$ cat src/rtl/mem_ctrl_pkg.sv
// Shared types and constants for the two-requester memory access controller.
// Holds the FSM encoding, requester IDs and default bus widths.
package mem_ctrl_pkg;

   localparam int DEF_AW = 6;
   localparam int DEF_DW = 4;

   typedef enum logic [1:0] {
      IDLE    = 2'd0,
      SETUP   = 2'd1,
      ACCESS  = 2'd2,
      RELEASE = 2'd3
   } state_t;

   typedef logic req_id_t;

   localparam req_id_t REQ_A = 1'b0;
   localparam req_id_t REQ_B = 1'b1;

   // One-hot grant (bit 0 = A, bit 1 = B) to requester ID.
   function automatic req_id_t winner_id(input logic [1:0] gnt);
      return gnt[1] ? REQ_B : REQ_A;
   endfunction

endpackage

$ cat src/rtl/mem_access_ctrl_if.sv
// Bus between the access controller and the 64x4 level-sensitive memory.
// The controller drives the master side; the memory drives mem_dataout.
interface mem_access_ctrl_if
   import mem_ctrl_pkg::*;
#(
   parameter int AW = DEF_AW,
   parameter int DW = DEF_DW
);

   logic          mem_en;
   logic          mem_rw;
   logic [AW-1:0] mem_addr;
   logic [DW-1:0] mem_datain;
   logic [DW-1:0] mem_dataout;

   modport master (
      output mem_en, mem_rw, mem_addr, mem_datain,
      input  mem_dataout
   );

   modport slave (
      input  mem_en, mem_rw, mem_addr, mem_datain,
      output mem_dataout
   );

endinterface

$ cat src/rtl/mem_access_ctrl_rr_arb2.sv
// Two-input round-robin arbiter: combinational one-hot grant, registered
// last-grant pointer that advances only when upd is strobed with a request.
module rr_arb2
   import mem_ctrl_pkg::*;
(
   input  logic       clk,
   input  logic       rst_n,
   input  logic [1:0] req,
   input  logic       upd,
   output logic [1:0] gnt
);

   req_id_t last;

   always_comb begin
      // NOTE: default assignment first so no path leaves gnt unassigned (no latch).
      gnt = 2'b00;
      if (req == 2'b01)
         gnt = 2'b01;
      else if (req == 2'b10)
         gnt = 2'b10;
      else if (req == 2'b11)
         gnt = (last == REQ_B) ? 2'b01 : 2'b10;
   end

   // Pointer starts at B so that A wins the first tie out of reset.
   always_ff @(posedge clk) begin
      // NOTE: non-blocking assignments for all clocked state.
      if (!rst_n)
         last <= REQ_B;
      else if (upd && (|req))
         last <= winner_id(gnt);
   end

endmodule

$ cat src/rtl/mem_access_ctrl.sv
// Arbitrates requesters A/B round-robin and runs each memory access as
// SETUP / ACCESS (mem_en high HOLD cycles) / RELEASE with registered outputs.
module mem_access_ctrl
   import mem_ctrl_pkg::*;
#(
   parameter int AW   = DEF_AW,
   parameter int DW   = DEF_DW,
   parameter int HOLD = 1
)(
   input  logic          clk,
   input  logic          rst_n,

   input  logic          a_req,
   input  logic          a_we,
   input  logic [AW-1:0] a_addr,
   input  logic [DW-1:0] a_wdata,
   output logic          a_gnt,
   output logic          a_done,
   output logic [DW-1:0] a_rdata,

   input  logic          b_req,
   input  logic          b_we,
   input  logic [AW-1:0] b_addr,
   input  logic [DW-1:0] b_wdata,
   output logic          b_gnt,
   output logic          b_done,
   output logic [DW-1:0] b_rdata,

   output logic          busy,
   mem_access_ctrl_if.master mem
);

   localparam logic [3:0] HOLD_M1 = 4'(HOLD - 1);

   state_t     state;
   logic [3:0] cnt;
   req_id_t    owner;
   logic [1:0] arb_gnt;
   logic       arb_upd;

   assign arb_upd = (state == IDLE);

   rr_arb2 u_arb (
      .clk   (clk),
      .rst_n (rst_n),
      .req   ({b_req, a_req}),
      .upd   (arb_upd),
      .gnt   (arb_gnt)
   );

   always_ff @(posedge clk) begin
      if (!rst_n) begin
         state           <= IDLE;
         cnt             <= '0;
         owner           <= REQ_A;
         a_gnt           <= 1'b0;
         b_gnt           <= 1'b0;
         a_done          <= 1'b0;
         b_done          <= 1'b0;
         a_rdata         <= '0;
         b_rdata         <= '0;
         busy            <= 1'b0;
         mem.mem_en      <= 1'b0;
         mem.mem_rw      <= 1'b1;
         mem.mem_addr    <= '0;
         mem.mem_datain  <= '0;
      end else begin
         a_gnt  <= 1'b0;
         b_gnt  <= 1'b0;
         a_done <= 1'b0;
         b_done <= 1'b0;

         unique case (state)
            IDLE: begin
               // Latch the winner's fields now so they are stable through SETUP.
               if (|arb_gnt) begin
                  owner <= winner_id(arb_gnt);
                  busy  <= 1'b1;
                  state <= SETUP;
                  if (arb_gnt[0]) begin
                     a_gnt          <= 1'b1;
                     mem.mem_rw     <= ~a_we;
                     mem.mem_addr   <= a_addr;
                     mem.mem_datain <= a_wdata;
                  end else begin
                     b_gnt          <= 1'b1;
                     mem.mem_rw     <= ~b_we;
                     mem.mem_addr   <= b_addr;
                     mem.mem_datain <= b_wdata;
                  end
               end
            end

            SETUP: begin
               cnt        <= HOLD_M1;
               mem.mem_en <= 1'b1;
               state      <= ACCESS;
            end

            ACCESS: begin
               if (cnt == 4'd0) begin
                  mem.mem_en <= 1'b0;
                  state      <= RELEASE;
                  a_done     <= (owner == REQ_A);
                  b_done     <= (owner == REQ_B);
                  // Sample on the last enabled cycle, while the memory still drives.
                  if (mem.mem_rw) begin
                     if (owner == REQ_A)
                        a_rdata <= mem.mem_dataout;
                     else
                        b_rdata <= mem.mem_dataout;
                  end
               end else begin
                  cnt <= cnt - 4'd1;
               end
            end

            RELEASE: begin
               mem.mem_rw <= 1'b1;
               busy       <= 1'b0;
               state      <= IDLE;
            end
         endcase
      end
   end

   always_ff @(posedge clk) begin
      if (rst_n)
         assert (HOLD >= 1 && HOLD <= 15)
            else $error("mem_access_ctrl: HOLD=%0d outside 1..15", HOLD);
   end

endmodule

$ cat src/flat_wrapper.sv
// flat-port wrapper written by rule: the top's interface ports become plain ports
module mem_access_ctrl_flat import mem_ctrl_pkg::*;
#(
   parameter int AW   = DEF_AW,
   parameter int DW   = DEF_DW,
   parameter int HOLD = 1
)
  (clk, rst_n, a_req, a_we, a_addr, a_wdata, a_gnt, a_done, a_rdata, b_req, b_we, b_addr, b_wdata, b_gnt, b_done, b_rdata, busy, mem_mem_en, mem_mem_rw, mem_mem_addr, mem_mem_datain, mem_mem_dataout);
  mem_access_ctrl_if #(.AW(AW), .DW(DW)) mem_i ();
  input  logic clk;
  input  logic rst_n;
  input  logic a_req;
  input  logic a_we;
  input  logic [AW-1:0] a_addr;
  input  logic [DW-1:0] a_wdata;
  output logic a_gnt;
  output logic a_done;
  output logic [DW-1:0] a_rdata;
  input  logic b_req;
  input  logic b_we;
  input  logic [AW-1:0] b_addr;
  input  logic [DW-1:0] b_wdata;
  output logic b_gnt;
  output logic b_done;
  output logic [DW-1:0] b_rdata;
  output logic busy;
  output wire logic [$bits(mem_i.mem_en)-1:0] mem_mem_en;
  output wire logic [$bits(mem_i.mem_rw)-1:0] mem_mem_rw;
  output wire logic [$bits(mem_i.mem_addr)-1:0] mem_mem_addr;
  output wire logic [$bits(mem_i.mem_datain)-1:0] mem_mem_datain;
  input wire logic [$bits(mem_i.mem_dataout)-1:0] mem_mem_dataout;
  assign mem_mem_en = mem_i.mem_en;
  assign mem_mem_rw = mem_i.mem_rw;
  assign mem_mem_addr = mem_i.mem_addr;
  assign mem_mem_datain = mem_i.mem_datain;
  assign mem_i.mem_dataout = mem_mem_dataout;
  mem_access_ctrl #(.AW(AW), .DW(DW), .HOLD(HOLD)) u_core (.clk(clk), .rst_n(rst_n), .a_req(a_req), .a_we(a_we), .a_addr(a_addr), .a_wdata(a_wdata), .a_gnt(a_gnt), .a_done(a_done), .a_rdata(a_rdata), .b_req(b_req), .b_we(b_we), .b_addr(b_addr), .b_wdata(b_wdata), .b_gnt(b_gnt), .b_done(b_done), .b_rdata(b_rdata), .busy(busy), .mem(mem_i));
endmodule
$ cat config.mk
export PLATFORM = sky130hd
export DESIGN_NAME = mem_access_ctrl_flat
export DESIGN_NICKNAME = d
export VERILOG_FILES = /design/src/rtl/mem_ctrl_pkg.sv /design/src/rtl/mem_access_ctrl_if.sv /design/src/rtl/mem_access_ctrl_rr_arb2.sv /design/src/rtl/mem_access_ctrl.sv /design/src/flat_wrapper.sv
export SDC_FILE = /design/constraint.sdc
export NUM_CORES = 1
export LEC_CHECK = 0
export CORE_ASPECT_RATIO = 0.6
export CORE_MARGIN = 2
export CORE_UTILIZATION = 25
export DETAILED_ROUTE_END_ITERATION = 12
export SLEW_MARGIN = 20
export SYNTH_ARGS = -nofsm -noshare
export SYNTH_HDL_FRONTEND = slang
export SYNTH_SLANG_ARGS = --single-unit
$ cat constraint.sdc
create_clock -name clk -period 1.6 [get_ports clk]
set_clock_uncertainty 0.1 [all_clocks]
set_input_delay 0.16 -clock clk [delete_from_list [all_inputs] [get_ports clk]]
set_output_delay 0.16 -clock clk [all_outputs]
set_load 0.005 [all_outputs]
-- After elaboration in Yosys (flattened, before gate mapping)
Cells that the tools add are included.
- bits in writable memories: 0
- memory bits (read-only): 0
- bits of input ports: 30
- bits in latches: 0
- memories kept: 0
- flip-flop bits (word level): 33
- word-level logic and storage cells: 65
- output and inout bits: 25
- $mul: 0
- div/mod/pow operators: 0
- add/subtract/negate cells: 1
- reduce and logical (&&, ||, !) cells: 16
- mux-type cells: 21
- eq/ne operators: 9
- bitwise gates (word level): 3
- shift-type cells: 0
- magnitude comparators: 0
- operators by type and width (kind ; count):
    2-to-1 mux 2 bit ; 6
    AND reduction 2 bit ; 5
    equality test 2 bit, second input constant ; 4
    2-to-1 mux 4 bit ; 2
    one-hot mux 2 bit (4 select lines) ; 1
    one-hot mux 4 bit (2 select lines) ; 1
    AND reduction 4 bit ; 2
    2-to-1 mux 1 bit ; 7
    2-to-1 mux 6 bit ; 1
    one-hot mux 1 bit (2 select lines) ; 3
    AND reduction 3 bit ; 2
    equality test 2 x 1 -> 1 bit, second input constant ; 2
    zero test 4 bit ; 1
    inequality test 2 x 1 -> 1 bit, second input constant ; 2
    nonzero test 2 bit ; 2
    OR reduction 2 bit ; 2
    subtractor 4 x 1 -> 4 bit, second input constant ; 1
    inverter 1 bit ; 3
    zero test 2 bit ; 1
    inequality test 2 bit, second input constant ; 1
    logical AND 1 bit ; 1

-- Logic depth before layout (Yosys ltp)
- word-level depth: 7
- depth in mapped cells: 8
- gate-level depth less buffers: 6

-- Modules after synthesis
Synthesis repeated with hierarchy kept, for this count alone.
- cell total of the unflattened synthesis: 155
- area, all modules: 1514.0 um2
- modules (own cells, without submodules) (module ; cells an instance ; times used ; area an instance (um2) ; seq. area each (um2)):
    mem_access_ctrl ; 148 ; 1 ; 1455.1 ; 640.6
    rr_arb2 ; 7 ; 1 ; 58.8 ; 20.0

-- Worst setup path before layout
OpenSTA, ideal clock, no wires.
- path type: flip-flop to flip-flop
- start point: register u_core.state[0]
- end point: register u_core.mem.mem_addr[0]
- stages on the path, launching flop included: 9
- arrival time: 1.386 ns
- buffers on the path: 2
- clock period less this slack: 1.573 ns
- path slack: 0.027 ns
- required time: 1.413 ns
- cell sequence: dfxtp_1 > inv_1 > ha_1 > clkbuf_1 > o21ai_0 > and2_1 > clkbuf_1 > nand2_1 > o31ai_1
- cells in the longest elaborated chain, start to end: 2
- RTL lines (item ; line ; text):
    start: declaration ; mem_access_ctrl.sv:35 ; state_t state;
    start signal: assignment ; mem_access_ctrl.sv:53 ; state <= IDLE;
    start signal: assignment ; mem_access_ctrl.sv:79 ; state <= SETUP;
    start signal: assignment ; mem_access_ctrl.sv:97 ; state <= ACCESS;
    zero test 2 bit ; mem_access_ctrl.sv:73 ; unique case (state)
    AND reduction 2 bit (no source line) ; -- ;
    end signal: assignment ; mem_access_ctrl.sv:83 ; mem.mem_addr <= a_addr;
    end signal: assignment ; mem_access_ctrl.sv:88 ; mem.mem_addr <= b_addr;
    end: declaration ; mem_access_ctrl_if.sv:17 ; output mem_en, mem_rw, mem_addr, mem_datain,
Every way passes these cells.
A chain may end at the register's enable or synchronous reset.

-- Worst setup path in the final report
- start point: register u_core.cnt[1]
- end point: register u_core.cnt[2]
- cells in the longest elaborated chain, start to end: 3
- elaborated cells between the ends (all ways): 6
- RTL lines (item ; line ; text):
    start: declaration ; mem_access_ctrl.sv:36 ; logic [3:0] cnt;
    start signal: assignment ; mem_access_ctrl.sv:114 ; cnt <= cnt - 4'd1;
    subtractor 4 x 1 -> 4 bit or zero test 4 bit (tied branches) ; mem_access_ctrl.sv:114, mem_access_ctrl.sv:101 ;
    2-to-1 mux 4 bit or inequality test 2 bit (tied branches) ; -- ;
    one-hot mux 4 bit (2 select lines) or AND reduction 2 bit (tied branches) ; -- ;
Parallel ways exist; a longest one is shown, timed or not. The select of a mux whose other input is x is not followed.

==> results.py <==
metrics = {
    "sta": {
        "relSlewSlack_pct": 74.0,
        "worstMarginPinSlew_ns": 0.390,
        "setup_slack_ns": 0.0507,
        "grt_setup_unrepaired": "true",
        "fin_crit_sh_pct": 96.8,
        "maxSlewViolCount": 0,
        "hold_viol_final": 0,
        "period_minus_slack_ns": 1.55,
        "setup_violations": 0,
        "max_freq_mhz": 645,
    },
    "global_routing": {
        "grt_overflow": 0,
        "grt_start_max_net_pins": 14,
        "antenna_found_initial": 0,
        "track_usage_pct": 12.3,
        "grt_pass1_vias": 1315,
        "grt_first_pass_wirelength_mm": 6.17,
    },
    "power": {
        "p_per_area_nw_per_um2": 1230,
        "p_clk_share_pct": 21.9,
        "combPwrFrac_pct": 40.0,
        "p_leak_nw": 0.944,
        "power.switching_w": 0.000909,
        "p_sw_share_pct": 31.6,
        "seq_power_share_pct": 38.1,
        "internal_power_w": 0.00197,
        "ir_drop_uv": 302,
    },
    "clock_tree": {
        "cts-buffers-inserted": 5,
        "clock_latency_ns": 0.28,
        "clk_pin_slew_ns": 0.07,
        "cts_tree": "built",
        "cts_sinks": 33,
        "clock-root-buffer": "clkbuf_8",
        "cts_max_level": 2,
        "cts_max_path_buffers": 2,
    },
    "place": {
        "placed_area_sq_um": 2230,
        "numPortBuffers": 54,
        "dp.cells": 321,
        "dp_slack_ns": -0.0181,
        "globalplace.congestion": 0.790,
        "place_hpwl_mm": 2.99,
    },
    "worst_setup_path": {
        "required_ns": 1.68,
        "start_kind": "register",
        "slowest_stage": "or3b_4",
        "critPathCapture": "u_core.cnt[2]$_SDFFE_PN0P_",
        "critPathLaunch": "u_core.cnt[1]$_SDFFE_PN0P_",
        "path_delay_family": "simple AND/OR/NAND/NOR gates",
        "r2r_cells": 6,
        "rrSetupSlack_ns": 0.05,
        "crit_type": "reg2reg",
        "worstPathMaxFanout": 7,
        "max_stage_delay_ns": 0.44,
        "crit-reg2reg-capture": "u_core.cnt[2]$_SDFFE_PN0P_",
        "path_cells": "inv_1, ha_1, or3b_4, nand3_1, xnor2_1, and3_1",
        "crit_buf_inv": 1,
        "endpoint_kind": "register",
        "crit_cells": 6,
        "worstReg2RegStart": "u_core.cnt[1]$_SDFFE_PN0P_",
        "cp.arrival_ns": 1.63,
    },
    "floorplanning": {
        "die_w_um": 103,
        "fp-row-count": 21,
        "core_sq_um": 5600,
        "die_y_um": 63.2,
        "boundaryPins": 55,
        "start_util_pct": 26.1,
        "die_area_sq_um": 6490,
    },
    "hold_path": {
        "worstHoldPathCells": 2,
        "hold_class": "reg2reg",
    },
    "synth": {
        "synthMostInstantiatedCell": "dfxtp_1",
        "syn_inst": 174,
        "synth_area_leader_cell": "dfxtp_1",
        "synth_edf_count": 0,
        "netlist_area_sq_um": 1460,
        "ys_warn_count": 0,
        "ys_seq_area_share_pct": 45.2,
        "ys_seq_elements": 33,
        "syn_nets": 211,
        "synth-main-ff-cell": "dfxtp_1",
        "synth_area_per_cell_sq_um": 8.40,
        "yosys-top-cells-area": "dfxtp_1, nand2_1, ha_1",
        "yosys-top-cells-count": "dfxtp_1, nand2_1, nor2_1",
        "synth_top_area_share_pct": 45.2,
        "yosys.cell_types.count": 33,
        "synth_async_sr_flop_share_pct": 0,
    },
    "routing": {
        "via_per_inst": 4.38,
        "drt_first_pass_iters": 4,
        "route.vias.total": 1435,
        "wl_per_cell_um": 11.9,
        "wl_mm": 3.89,
        "drtIter0Drc": 72,
        "drcViolationCount": 0,
        "ant_nets": 0,
    },
    "final_layout": {
        "n_antenna_cell": 0,
        "fillers": 548,
        "area.growth.synth_to_final_pct": 60.3,
        "final_cells": 328,
        "num-nets-final": 285,
        "stdcell_area_sq_um": 2340,
        "layout-drive-gt1-share_pct": 16.1,
    },
    "run_status": {
        "outcome": "finished clean",
    },
    "run": {
        "drv_cap": 0,
    },
}
worst min path at each step:
stage                                          start                                    end
6_report         u_core.mem.mem_addr[3]$_SDFFE_PN0P_    u_core.mem.mem_addr[3]$_SDFFE_PN0P_
5_1_grt          u_core.mem.mem_addr[3]$_SDFFE_PN0P_    u_core.mem.mem_addr[3]$_SDFFE_PN0P_
4_1_cts                           mem_mem_dataout[3]         u_core.b_rdata[3]$_SDFFE_PN0P_
3_5_place_dp     u_core.mem.mem_addr[1]$_SDFFE_PN0P_    u_core.mem.mem_addr[1]$_SDFFE_PN0P_
3_3_place_gp   u_core.mem.mem_datain[2]$_SDFFE_PN0P_  u_core.mem.mem_datain[2]$_SDFFE_PN0P_
2_1_floorplan                     mem_mem_dataout[0]         u_core.a_rdata[0]$_SDFFE_PN0P_
area by class of cell:
cell class | count | area (sq um) | share of cell area, %
multi-input cells | 124 | 756 | 32.3
repair buffers | 77 | 713 | 30.4
flip-flops and latches | 33 | 661 | 28.2
well taps | 80 | 100 | 4.27
clock buffers | 7 | 86.3 | 3.69
inverters | 7 | 26.3 | 1.12
registers in the layout (all words and copies together), names as in the netlist, 2 cells and up:
signal,count
u_core.cnt,4
u_core.mem.mem_datain,4
u_core.a_rdata,4
u_core.mem.mem_addr,6
u_core.state,2
u_core.b_rdata,4
cells in the final DEF (no fill, tap or decap), types with 2 or more instances in the layout:
cell | Yosys | final
nor2_1 | 18 | 18
nor3_1 | 2 | 2
buf_4 | 0 | 23
nor3_2 | 2 | 2
a21oi_1 | 13 | 13
ha_1 | 7 | 6
nand3_1 | 8 | 8
mux2i_1 | 4 | 4
and2_1 | 2 | 2
clkdlybuf4s50_1 | 0 | 54
inv_1 | 7 | 7
nand2_1 | 30 | 26
dfxtp_1 | 33 | 33
nand2b_1 | 2 | 2
clkbuf_8 | 0 | 6
o21ai_0 | 6 | 6
nand2_2 | 0 | 4
o31ai_1 | 11 | 11
and3_1 | 3 | 3
metal layers:
metal	up-vias	routed length [um]	share of wire [%]	track usage (%)
li1	749	-	-	-
met3	7	304	7.8	4.88
met1	637	2040	52	17.7
met5	-	0	0	0
met4	0	57	1.5	5.00
met2	42	1490	38	16.0
power by group through the flow:
stage          logic, W  registers (W)  clock network, W
2_1_floorplan  0.000493        0.00111                 0
3_3_place_gp    0.00113        0.00111                 0
3_5_place_dp    0.00112        0.00111                 0
4_1_cts         0.00113        0.00109          0.000658
5_1_grt         0.00127        0.00111          0.000696
6_report        0.00115        0.00110          0.000631
through the flow:
stage                     hold WS (ns)  util [%]  total power (W)  setup TNS, ns
after floorplan                  0.190         -          0.00161              0
after global placement           0.338      39.9          0.00224       -0.00792
after detailed placement         0.342      39.9          0.00223        -0.0234
after CTS                        0.353      41.4          0.00288              0
after global routing             0.377      41.9          0.00308         -0.174
final                            0.357      41.9          0.00288              0
worst register-to-register path, cell delays in order (launching register included):
cell	delay, ns
dfxtp_1	0.31
inv_1	0.07
ha_1	0.16
or3b_4	0.44
nand3_1	0.13
xnor2_1	0.07
and3_1	0.17
repair_timing:
action                                  in CTS  in global routing
hold buffers                                 0                  0
gates resized for setup                      0                  7
endpoints found under the setup margin       0                 24
setup buffers                                0                  0
cells by family (layout without fill, tap and decap cells):
family,count (synthesis),count (layout),synth area share (%)
muxes,5,5,3.51
xor gates and xnor gates,1,1,0.599
adders and majority gates,7,7,5.99
AOI/OAI and AO/OA,38,38,16.5
buffers and inverters,17,91,4.62
and+or+nand+nor,73,73,23.5
DFF,33,33,45.2
No activity file was read; power rests on OpenSTA's default activity.
